**src/rtl/nubus_pkg.sv**
```systemverilog
// nubus_pkg: shared definitions for the NuBus master transfer block.
//   - size codes for the local request (byte / half / word / rejected)
//   - status codes reported back to the requester
//   - transfer FSM state enum
//   - helper that encodes AD[1:0] and /TM0 for the start cycle
package nubus_pkg;

  localparam logic [1:0] SZ_BYTE = 2'd0;
  localparam logic [1:0] SZ_HALF = 2'd1;
  localparam logic [1:0] SZ_WORD = 2'd2;
  localparam logic [1:0] SZ_BAD  = 2'd3;

  localparam logic [1:0] ST_COMPLETE = 2'b00;
  localparam logic [1:0] ST_ERROR    = 2'b01;
  localparam logic [1:0] ST_TIMEOUT  = 2'b10;
  localparam logic [1:0] ST_RETRY    = 2'b11;

  typedef enum logic [2:0] {
    S_IDLE,
    S_ARB,
    S_START,
    S_DATA,
    S_DONE
  } state_e;

  // Returns {AD[1:0], /TM0} for the start cycle. These are the same encodings
  // the slave write-strobe decoder turns back into byte, half and word lanes.
  function automatic logic [2:0] start_lo(input logic [1:0] size,
                                          input logic [1:0] addr_lo);
    case (size)
      SZ_BYTE: start_lo = {addr_lo, 1'b0};
      SZ_HALF: start_lo = {addr_lo[1], 1'b1, 1'b1};
      default: start_lo = {2'b00, 1'b1};
    endcase
  endfunction

endpackage

```
**src/rtl/nubus_lane_steer.sv**
```systemverilog
// nubus_lane_steer: combinational byte-lane steering.
//   size, addr_lo : transfer size code and address bits [1:0]
//   wdata         : right-justified local write data
//   bus_data      : true-polarity data seen on the AD lines
//   wr_lanes      : write data replicated onto every lane it may occupy
//   rd_data       : selected lane, right-justified and zero-extended
module nubus_lane_steer
  import nubus_pkg::*;
(
  input  logic [1:0]  size,
  input  logic [1:0]  addr_lo,
  input  logic [31:0] wdata,
  input  logic [31:0] bus_data,
  output logic [31:0] wr_lanes,
  output logic [31:0] rd_data
);

  // NOTE: every output gets a default before the case so no latch is inferred.
  always_comb begin
    wr_lanes = wdata;
    rd_data  = bus_data;
    case (size)
      SZ_BYTE: begin
        wr_lanes = {4{wdata[7:0]}};
        rd_data  = {24'h0, bus_data[{addr_lo, 3'b000} +: 8]};
      end
      SZ_HALF: begin
        wr_lanes = {2{wdata[15:0]}};
        rd_data  = addr_lo[1] ? {16'h0, bus_data[31:16]}
                              : {16'h0, bus_data[15:0]};
      end
      default: ;
    endcase
  end

endmodule

```
**src/rtl/nubus_master_xfer.sv**
```systemverilog
// nubus_master_xfer: single-transfer NuBus initiator.
//   Local side : mst_req/mst_write/mst_size/mst_addr/mst_wdata in,
//                mst_busy/mst_done/mst_status/mst_rdata out.
//   Arbiter    : arb_rqstn_o (active-low request), arb_grant.
//   Bus        : /START, /ACK, AD, /TM1, /TM0 sampled inputs, drive values
//                and output enables. All bus outputs decode from flops only.
module nubus_master_xfer
  import nubus_pkg::*;
#(
  parameter int unsigned TIMEOUT_CYCLES = 255
) (
  input  logic        nub_clkn,
  input  logic        nub_resetn,
  input  logic        mst_req,
  input  logic        mst_write,
  input  logic [1:0]  mst_size,
  input  logic [31:0] mst_addr,
  input  logic [31:0] mst_wdata,
  output logic        mst_busy,
  output logic        mst_done,
  output logic [1:0]  mst_status,
  output logic [31:0] mst_rdata,
  output logic        arb_rqstn_o,
  input  logic        arb_grant,
  input  logic        nub_startn_i,
  input  logic        nub_ackn_i,
  output logic        nub_startn_o,
  input  logic [31:0] nub_adn,
  output logic [31:0] nub_ad_o,
  output logic        nub_ad_oe,
  input  logic        nub_tm1n_i,
  input  logic        nub_tm0n_i,
  output logic        nub_tm1n_o,
  output logic        nub_tm0n_o,
  output logic        nub_tm_oe
);

  localparam logic [7:0] TIMEOUT_LAST = 8'(TIMEOUT_CYCLES - 1);

  state_e      state_q, state_d;
  logic [31:0] addr_q, addr_d;
  logic [31:0] wdata_q, wdata_d;
  logic        write_q, write_d;
  logic [1:0]  size_q, size_d;
  logic [7:0]  cnt_q, cnt_d;
  logic [1:0]  status_q, status_d;
  logic [31:0] rdata_q, rdata_d;

  logic [31:0] wr_lanes;
  logic [31:0] rd_lanes;
  logic [2:0]  lo;

  nubus_lane_steer u_steer (
    .size     (size_q),
    .addr_lo  (addr_q[1:0]),
    .wdata    (wdata_q),
    .bus_data (~nub_adn),
    .wr_lanes (wr_lanes),
    .rd_data  (rd_lanes)
  );

  // NOTE: sequential state uses non-blocking assignments only.
  always_ff @(posedge nub_clkn or negedge nub_resetn) begin
    if (!nub_resetn) begin
      state_q  <= S_IDLE;
      addr_q   <= '0;
      wdata_q  <= '0;
      write_q  <= 1'b0;
      size_q   <= SZ_WORD;
      cnt_q    <= '0;
      status_q <= ST_COMPLETE;
      rdata_q  <= '0;
    end else begin
      state_q  <= state_d;
      addr_q   <= addr_d;
      wdata_q  <= wdata_d;
      write_q  <= write_d;
      size_q   <= size_d;
      cnt_q    <= cnt_d;
      status_q <= status_d;
      rdata_q  <= rdata_d;
    end
  end

  // Next-state and datapath updates.
  always_comb begin
    state_d  = state_q;
    addr_d   = addr_q;
    wdata_d  = wdata_q;
    write_d  = write_q;
    size_d   = size_q;
    cnt_d    = cnt_q;
    status_d = status_q;
    rdata_d  = rdata_q;
    case (state_q)
      S_IDLE: begin
        if (mst_req) begin
          if (mst_size == SZ_BAD) begin
            status_d = ST_ERROR;
            rdata_d  = '0;
            state_d  = S_DONE;
          end else begin
            addr_d  = mst_addr;
            wdata_d = mst_wdata;
            write_d = mst_write;
            size_d  = mst_size;
            state_d = S_ARB;
          end
        end
      end
      S_ARB: begin
        // Take the bus only once the previous tenure has fully ended.
        if (arb_grant && nub_startn_i && nub_ackn_i) state_d = S_START;
      end
      S_START: begin
        cnt_d   = '0;
        state_d = S_DATA;
      end
      S_DATA: begin
        if (!nub_ackn_i) begin
          status_d = {~nub_tm1n_i, ~nub_tm0n_i};
          rdata_d  = write_q ? 32'h0 : rd_lanes;
          state_d  = S_DONE;
        end else if (cnt_q == TIMEOUT_LAST) begin
          status_d = ST_TIMEOUT;
          rdata_d  = '0;
          state_d  = S_DONE;
        end else begin
          cnt_d = cnt_q + 8'd1;
        end
      end
      S_DONE:  state_d = S_IDLE;
      default: state_d = S_IDLE;
    endcase
  end

  assign lo = start_lo(size_q, addr_q[1:0]);

  // Outputs decode from registered state only, so reset drops them at once.
  always_comb begin
    arb_rqstn_o  = 1'b1;
    nub_startn_o = 1'b1;
    nub_ad_o     = '1;
    nub_ad_oe    = 1'b0;
    nub_tm1n_o   = 1'b1;
    nub_tm0n_o   = 1'b1;
    nub_tm_oe    = 1'b0;
    mst_busy     = (state_q != S_IDLE);
    mst_done     = (state_q == S_DONE);
    mst_status   = status_q;
    mst_rdata    = rdata_q;
    case (state_q)
      S_ARB: arb_rqstn_o = 1'b0;
      S_START: begin
        nub_startn_o = 1'b0;
        nub_ad_oe    = 1'b1;
        nub_tm_oe    = 1'b1;
        nub_ad_o     = ~{addr_q[31:2], lo[2:1]};
        nub_tm1n_o   = ~write_q;
        nub_tm0n_o   = lo[0];
      end
      S_DATA: begin
        if (write_q) begin
          nub_ad_oe = 1'b1;
          nub_ad_o  = ~wr_lanes;
        end
      end
      default: ;
    endcase
  end

endmodule

```
**config.mk**
```make
export PLATFORM = sky130hd
export DESIGN_NAME = nubus_master_xfer
export DESIGN_NICKNAME = d
export VERILOG_FILES = /design/src/rtl/nubus_pkg.sv /design/src/rtl/nubus_lane_steer.sv /design/src/rtl/nubus_master_xfer.sv
export SDC_FILE = /design/constraint.sdc
export NUM_CORES = 1
export LEC_CHECK = 0
export CAP_MARGIN = 20
export CORE_ASPECT_RATIO = 1.25
export CORE_MARGIN = 3
export CORE_UTILIZATION = 50
export DETAILED_ROUTE_END_ITERATION = 10
export PLACE_DENSITY = 0.95
export SLEW_MARGIN = 20
export SYNTH_ARGS = -nofsm -noshare
export SYNTH_HDL_FRONTEND = slang
export SYNTH_SLANG_ARGS = --single-unit
export TNS_END_PERCENT = 50
```
**constraint.sdc**
```tcl
create_clock -name nub_clkn -period 4.55 [get_ports nub_clkn]
set_input_delay 0.6825 -clock nub_clkn [delete_from_list [all_inputs] [get_ports nub_clkn]]
set_output_delay 0.6825 -clock nub_clkn [all_outputs]
set_load 0.03 [all_outputs]
```
Yosys cells after proc, flatten, opt, wreduce, memory -nomap -nowiden

Index checks and enable logic that the tools add are counted.

Input port bits: 107
Bits in registers: 112
Word-level logic and storage cells: 74
Output and inout port bits: 74

Equality and inequality tests: 13
Shift-type cells: 1
Muxes and demuxes: 33
Add/subtract/negate cells: 1
Bitwise operators: 7
Reduce and logical (&&, ||, !) cells: 11

Operators with widths:

| kind                                                             | count |
|---|---|
| 32-bit one-hot mux with 2 select lines                           | 4 |
| 32-bit 2-to-1 mux                                                | 6 |
| 32-bit NOT                                                       | 3 |
| 32-bit by 6-bit variable part select with 8-bit output           | 1 |
| 16-bit 2-to-1 mux                                                | 1 |
| 8-bit 2-to-1 mux                                                 | 2 |
| 8-bit one-hot mux with 2 select lines                            | 1 |
| 3-bit 2-to-1 mux                                                 | 5 |
| 3-bit one-hot mux with 4 select lines                            | 1 |
| 2-bit != test (second input constant)                            | 5 |
| 3-bit AND reduction                                              | 3 |
| 8-bit by 1-bit adder with 8-bit output (second input constant)   | 1 |
| 8-bit == test (second input constant)                            | 1 |
| 2-bit 2-to-1 mux                                                 | 4 |
| 3-bit by 2-bit == test with 1-bit output (second input constant) | 2 |
| 1-bit 2-to-1 mux                                                 | 6 |
| 3-bit one-hot mux with 2 select lines                            | 1 |
| 1-bit NOT                                                        | 4 |
| 2-bit one-hot mux with 2 select lines                            | 1 |
| 4-bit AND reduction                                              | 1 |
| 2-bit nonzero test                                               | 2 |
| 3-bit by 1-bit == test with 1-bit output (second input constant) | 1 |
| 3-bit == test (second input constant)                            | 1 |
| 3-bit logical NOT                                                | 1 |
| 7 further kinds                                                  | 8 |

Depth between registers and ports, before layout

Gate-level depths: netlist of the first run.

Word-level depth: 6
Mapped depth: 8
Mapped depth without buffers: 7

By module

From an unflattened synthesis of the first run, not the netlist that was laid out.

Cells, all modules: 502
Area, all modules: 5839.4 µm²

Modules (own cells, without submodules):

| module            | cells an instance | instances | seq. area each (µm²) | area each (µm²) |
|---|---|---|---|---|
| nubus_master_xfer | 378               | 1         | 2803.9               | 4907.2 |
| nubus_lane_steer  | 124               | 1         | 0.0                  | 932.1 |

Worst setup path after synthesis of the first run

Ideal clock, no wire load.

Kind: register -> output
Start: register state_q[0]
End: output nub_ad_o[18]
Cell stages (with the launch flop): 7
Data required time: 3.868 ns
Slack: 1.697 ns
Path buffers: 3
Data arrival time: 2.171 ns
Path through: dfrtp_1 > clkbuf_1 > or3b_2 > buf_2 > clkinv_1 > clkbuf_1 > a21oi_1

Longest elaborated chain between the ends: 2
Elaborated cells on any way between the ends: 3
Those cells by class: eq/ne (2); mux (1)

Ends and longest elaborated chain:

| item                                       | line                     | RTL |
|---|---|---|
| from (decl)                                | nubus_master_xfer.sv:40  | `state_e state_q, state_d;` |
| from (signal assigned)                     | nubus_master_xfer.sv:74  | `state_q <= state_d;` |
| 3-bit by 2-bit == test with 1-bit output   | nubus_master_xfer.sv:152 | `case (state_q)` |
| 32-bit one-hot mux with 2 select lines (*) | nubus_master_xfer.sv:152 |  |
| to (decl)                                  | nubus_master_xfer.sv:29  | `output logic [31:0] nub_ad_o,` |

Mark *: on every way between the ends. The rest lies on a longest branch, timed or not.

Worst setup path in the final report of the first run

Start: register state_q[1]
End: output nub_ad_o[26]

Same word-level chain as after synthesis.

==> impl_metrics.toml, run 1 <==
[job]
max-cap-violations = 0

[setup_path]
cp.required_ns = 3.87
cpMaxStageDelayCell = "clkdlybuf4s50_1"
worstPathCellList = "or3b_2, clkinv_1, buf_16, a22oi_1, clkdlybuf4s50_1"
crit_family = "buffers and inverters"
crit_buf_inv = 3
critPathMaxFanout = 26
critical_path.endpoint_type = "output pin"
max_stage_delay_ns = 0.73
worstSetupStartpointType = "flip-flop"
setup.worst_path.class = "flip-flop to output pin"
arrival_ns = 2.79

[clock_tree]
numCtsBuffers = 9
post_cts_resize_count = 0
clkSinkCount = 112
cts_tree = "built"
root_buffer = "clkbuf_16"
path_clk_slew_ns = 0.07
h-tree-depth = 3
cts_hold_buffers = 0
cts_setup_buffers = 0
cts.path.max_buffers = 2
clk_latency_ns = 0.34

[grt]
grt_use_met3_pct = 6.13
grt_util_met1_pct = 31.2
grt-ovfl-total = 0
grt-busiest-layer = "met2"
grt_usage_pct = 25.5
antenna_found_initial = 0
met2_usage_pct = 44.5
grt_pass1_vias = 4697
grt_max_degree = 67
grt_pass1_wl_um = 24200

[logic_synthesis]
synth_compound_area_share_pct = 14.9
synth-edff-count = 0
synth_flop_cell = "dfrtp_1"
mappedNetlistNets = 563
synth_warnings = 0
seq_area_frac_synth_pct = 52.1
synth_xor_area_share_pct = 0.163
synth_fa_ha_area_share_pct = 0.465
syn_area_per_cell_sq_um = 11.8
syn_area_sq_um = 5380
synth_simple_gate_area_share_pct = 11.0
synthArstFlopShare_pct = 100
synth_top_family_by_area = "multiplexers"
ys_seq_elements = 112
synth_mux_area_share_pct = 17.4
synth_cell_types = 50
synthCells = 454

[cells_and_area]
num_antenna_cells = 0
finalNetCount = 725
fin_cells = 749
post-route-util_pct = 72.8
drive_gt1_share_pct = 15.2
area_delta_synth_final_pct = 39.5

[sta]
finalHoldViolCount = 0
timing.final.crit_period_ns = 3.47
slew_headroom_pct = 33.1
final.setup_skew_ns = 0.00643
tightest_slew_ns = 1.00
min_period_over_period_pct = 76.2
finalSetupTns_ns = 0
worst_slack_ns = 1.08
slew_violations = 0
grt_setup_unrepaired = "no"
report.final.setup_viol = 0
timing.fmax_mhz = 288

[detailed_routing]
routedWlPerCell_um = 20.3
ant_nets = 0
first_pass_iters = 5
vias = 4405
drt_iter0_markers = 248
wl_um = 15200
post-route-drc-count = 0
viasPerCell = 5.88

[floorplanning]
start_util_pct = 52.2
die_x_um = 98.8
rows = 41
ios = 181
fp.dieArea_sq_um = 12000
core_area_sq_um = 10300
die_h_um = 122

[power_and_ir_drop]
p_leak_nw = 3.10
fin_total_pwr_w = 0.00517
power-per-cell-area_nw_per_um2 = 689
vdd_drop_max_mv = 0.431

[placement]
placedCellCount = 733
place_ws_ns = 0.994
place_congestion = 0.864
portBuffers = 180
hpwl_um = 10900

[status]
status = "finished clean"

[worst_hold_path]
hold_class = "input pin to asynchronous set/reset pin"
[final timing paths]
path / startpoint / to / slack (ns) / cells after the start
setup / recovery: state_q[1] / nub_ad_o[26] / 1.08 / 5
hold / removal: nub_resetn / mst_rdata[1] / 0.43 / 1
setup reg to reg: state_q[1] / addr_q[5] / 1.75 / 5
hold reg to reg: mst_status[1] / mst_status[1] / 0.49 / 1
max in group asynchronous: nub_resetn / write_q / 2.98 / 2
min in group nub_clkn: mst_status[1] / mst_status[1] / 0.49 / 1
[routing by layer]
metal | share of wire [%] | wire length (um) | up-vias
met5 | 0 | 0 | -
li1 | - | - | 1987
met1 | 40 | 6020 | 2206
met2 | 51 | 7830 | 186
met4 | 2.1 | 313 | 0
met3 | 7.0 | 1070 | 26
[through the flow]
stage	area [sq um]	hold slack, ns
global route	7500	0.504
CTS	7470	0.471
floorplan	5380	0.387
detailed placement	7190	0.470
finish	7500	0.428
global placement	7190	0.470
[final cells by class]
type / instances / area, sq um
well taps: 129 / 161
clock buffers: 13 / 270
repair buffers: 183 / 1840
multi-input cells: 297 / 2360
flip-flops and latches: 112 / 2800
clock inverters: 2 / 13.8
inverters: 13 / 48.8
fillers: 706 / 2810
[Yosys cell counts, types with 2 or more instances]
master	n	area, sq um
a22oi_1	24	180
o41ai_1	2	17.5
a32o_1	2	20.0
o221ai_1	6	52.6
nand2_1	15	56.3
inv_1	11	41.3
a221o_1	8	80.1
o31ai_1	2	15.0
clkinv_1	2	7.51
o21ai_0	3	15.0
mux2_1	3	33.8
nor3_1	3	15.0
buf_6	4	45.0
a211oi_1	8	60.1
o21bai_1	3	22.5
nand3b_1	7	52.6
o311ai_0	2	17.5
ha_1	2	25.0
nand2b_1	17	106
dfrtp_1	111	2780
buf_2	3	15.0
a21oi_1	13	65.1
nor2b_1	11	68.8
o2bb2ai_1	16	140
mux2_2	64	721
nand3_1	6	30.0
nor2_1	30	113
and2_1	2	12.5
and3_1	2	12.5
nor4_1	3	18.8
clkbuf_1	24	90.1
nor3b_1	2	15.0
or3b_2	2	17.5
or3_1	3	18.8
mux2i_1	18	180
a21bo_2	6	60.1
[kinds of logic after synthesis]
logic type / after synthesis
DFF: 112
and+or+nand+nor: 108
AOI/OAI and AO/OA: 101
muxes: 85
buffers and inverters: 45
adders and majority gates: 2
xor gates and xnor gates: 1
[cell usage in the layout (no fill, tap or decap), drive strengths merged, types with 3 or more instances in the layout]
master           n
a211oi           8
a21bo            6
a21oi           13
a221o            8
a22oi           24
buf              4
clkbuf          13
clkdlybuf4s50  179
clkinv           4
dfrtp          111
inv             11
mux2            67
mux2i           18
nand2           15
nand2b          17
nand3            6
nand3b           7
nor2            30
nor2b           11
nor3             3
nor4             3
o21ai            3
o21bai           3
o221ai           6
o2bb2ai         16
or3              3
[registers in the layout (all words and copies together), names as in the netlist]
register / count
addr_q: 32
mst_rdata: 32
wdata_q: 32
cnt_q: 8
state_q: 3
mst_status: 2
size_q: 2
write_q: 1
[report_power, final]
| part | leakage (nW) | internal [W] | total, W | switching, W |
|---|---|---|---|---|
| Sequential | 1.40 | 0.00144 | 0.00188 | 0.000442 |
| Combinational | 1.55 | 0.00122 | 0.00253 | 0.00131 |
| Clock | 0.142 | 0.000414 | 0.000755 | 0.000341 |
Note: power is estimated with default switching activity, not from simulation.
==> run 2, diff against run 1 <==
--- a/config.mk
+++ b/config.mk
@@ -8,9 +8,9 @@
 export CAP_MARGIN = 20
 export CORE_ASPECT_RATIO = 1.25
 export CORE_MARGIN = 3
-export CORE_UTILIZATION = 50
+export CORE_UTILIZATION = 46
 export DETAILED_ROUTE_END_ITERATION = 10
-export PLACE_DENSITY = 0.95
+export PLACE_DENSITY = 0.89
 export SLEW_MARGIN = 20
 export SYNTH_ARGS = -nofsm -noshare
 export SYNTH_HDL_FRONTEND = slang
==> constraint.sdc (replaced) <==
create_clock -name nub_clkn -period 3.3 [get_ports nub_clkn]
set_input_delay 0.495 -clock nub_clkn [delete_from_list [all_inputs] [get_ports nub_clkn]]
set_output_delay 0.495 -clock nub_clkn [all_outputs]
set_load 0.03 [all_outputs]
==> impl_metrics.toml, run 2 (same netlist as run 1, synthesis figures left out) <==
[status]
status = "finished clean"

[sta]
timing.final.crit_period_ns = 3.02
slew_headroom_pct = 38.5
finalSetupTns_ns = 0
min_period_over_period_pct = 91.4
slew_violations = 0
grt_setup_unrepaired = "no"
report.final.setup_viol = 0
finalHoldViolCount = 0
tightest_slew_ns = 0.918
final.setup_skew_ns = 0.00908
whs_ns = 0.191
timing.fmax_mhz = 331

[detailed_routing]
ant_nets = 0
vias = 4384
post-route-drc-count = 0
wl_um = 15200
viasPerCell = 5.77
drt_iter0_markers = 234
routedWlPerCell_um = 20.0
first_pass_iters = 5

[floorplanning]
die_h_um = 127
rows = 43
fp.dieArea_sq_um = 13000
ios = 181
start_util_pct = 47.8
core_area_sq_um = 11200
die_x_um = 103

[clock_tree]
cts_setup_buffers = 0
numCtsBuffers = 9
clk_latency_ns = 0.35
cts.path.max_buffers = 2
cts_tree = "built"
clkSinkCount = 112
cts_hold_buffers = 0
path_clk_slew_ns = 0.07
h-tree-depth = 3
root_buffer = "clkbuf_16"

[grt]
antenna_found_initial = 0
grt_usage_pct = 23.3
grt_pass1_vias = 4497
grt_max_degree = 81
grt_pass1_wl_um = 23500
grt-ovfl-total = 0

[power_and_ir_drop]
p_leak_nw = 3.12
vdd_drop_max_mv = 0.479
power-per-cell-area_nw_per_um2 = 942

[setup_path]
critPathMaxFanout = 18
arrival_ns = 2.52
worstPathCellList = "or3b_2, clkinv_2, a21oi_1, clkdlybuf4s50_1"
max_stage_delay_ns = 0.62
critical_path.endpoint_type = "output pin"
crit_family = "buffers and inverters"
worstSetupStartpointType = "flip-flop"
crit_buf_inv = 2
setup.worst_path.class = "flip-flop to output pin"
cpMaxStageDelayCell = "or3b_2"
cp.required_ns = 2.80

[cells_and_area]
num_antenna_cells = 0
finalNetCount = 729
n_fill_cell = 855
final_common_cell = "clkdlybuf4s50_1"
multi_input_area_sq_um = 2370
drive_gt1_share_pct = 19.8
area_delta_synth_final_pct = 39.2
ff_latch_area_sq_um = 2800
final_cell_mix = "clkdlybuf4s50_1, dfrtp_1, mux2_2, nor2_1, buf_4"

[placement]
place_congestion = 0.925
portBuffers = 180
hpwl_um = 11200

[worst_hold_path]
hold_class = "input pin to asynchronous set/reset pin"

[job]
max-cap-violations = 0
-- run 2: changes by cell type in the layout (fill, tap and decap cells not counted), moves of 2 or more --
cell             delta
clkbuf_8            -2
buf_4              +25
clkinv_2            +2
clkinvlp_4          +2
clkdlybuf4s50_1    -22
-- run 2: final cells by class --
| class | count | area share, % |
|---|---|---|
| Inverter | 13 | 0.668 |
| Sequential cell | 112 | 37.4 |
| Clock buffer | 10 | 3.19 |
| Timing Repair Buffer | 187 | 24.2 |
| Multi-Input combinational cell | 297 | 31.7 |
| Tap cell | 135 | 2.26 |
| Clock inverter | 6 | 0.568 |
-- run 2: per-stage QoR --
step / cells / power (W) / utilization, % / worst slack, ns / area, sq um
6_report: 760 / 0.00705 / 66.6 / 0.283 / 7490
5_1_grt: 760 / 0.00746 / 66.6 / 0.185 / 7490
4_1_cts: 760 / 0.00710 / 66.5 / 0.157 / 7480
3_5_place_dp: 744 / 0.00605 / 64.0 / 0.387 / 7200
3_3_place_gp: 744 / 0.00591 / 64.0 / 0.507 / 7200
2_1_floorplan: 454 / 0.00472 / - / 0.634 / 5380
-- run 2: final timing paths --
check | endpoint | start | depth (start not counted) | slack (ns)
max in group asynchronous | addr_q[26] | nub_resetn | 2 | 2.48
worst max register to register | mst_status[0] | state_q[1] | 5 | 0.69
worst max-delay path | nub_ad_o[17] | state_q[1] | 4 | 0.28
worst min-delay path | mst_rdata[1] | nub_resetn | 1 | 0.19
min in group nub_clkn | mst_rdata[17] | mst_rdata[17] | 1 | 0.49
worst min register to register | mst_rdata[17] | mst_rdata[17] | 1 | 0.49
-- run 2: power breakdown --
group	internal [W]	total [W]	leakage, nW	switching, W
logic	0.00163	0.00348	1.58	0.00185
registers	0.00198	0.00254	1.40	0.000555
clock network	0.000535	0.00103	0.135	0.000497
total	0.00415	0.00705	3.12	0.00290
-- run 2: repair_timing --
| action | CTS | global route |
|---|---|---|
| setup endpoints to repair | 1 | 1 |
| hold endpoints to repair | 0 | 0 |
| resized for setup | 1 | 1 |
-- run 2: metal layers --
layer	up-vias	GRT usage (%)	share of wire, %
li1	1995	-	-
met1	2156	27.7	38
met2	210	40.9	52
met3	23	6.05	8.1
met4	0	6.87	1.8
met5	-	0	0
-- run 2: worst register-to-register path: stages (launching register included) --
cell and delay (ns):
dfrtp_1 0.51, and3b_1 0.34, o211a_4 0.23, or3_1 0.66, clkinv_1 0.45, o22a_1 0.31
==> run 3, diff against run 2 <==
--- a/config.mk
+++ b/config.mk
@@ -5,7 +5,7 @@
 export SDC_FILE = /design/constraint.sdc
 export NUM_CORES = 1
 export LEC_CHECK = 0
-export CAP_MARGIN = 20
+export CAP_MARGIN = 10
 export CORE_ASPECT_RATIO = 1.25
 export CORE_MARGIN = 3
 export CORE_UTILIZATION = 46
==> results of run 3 <==
No change in the layout: final DEF, timing and power equal those of run 2.
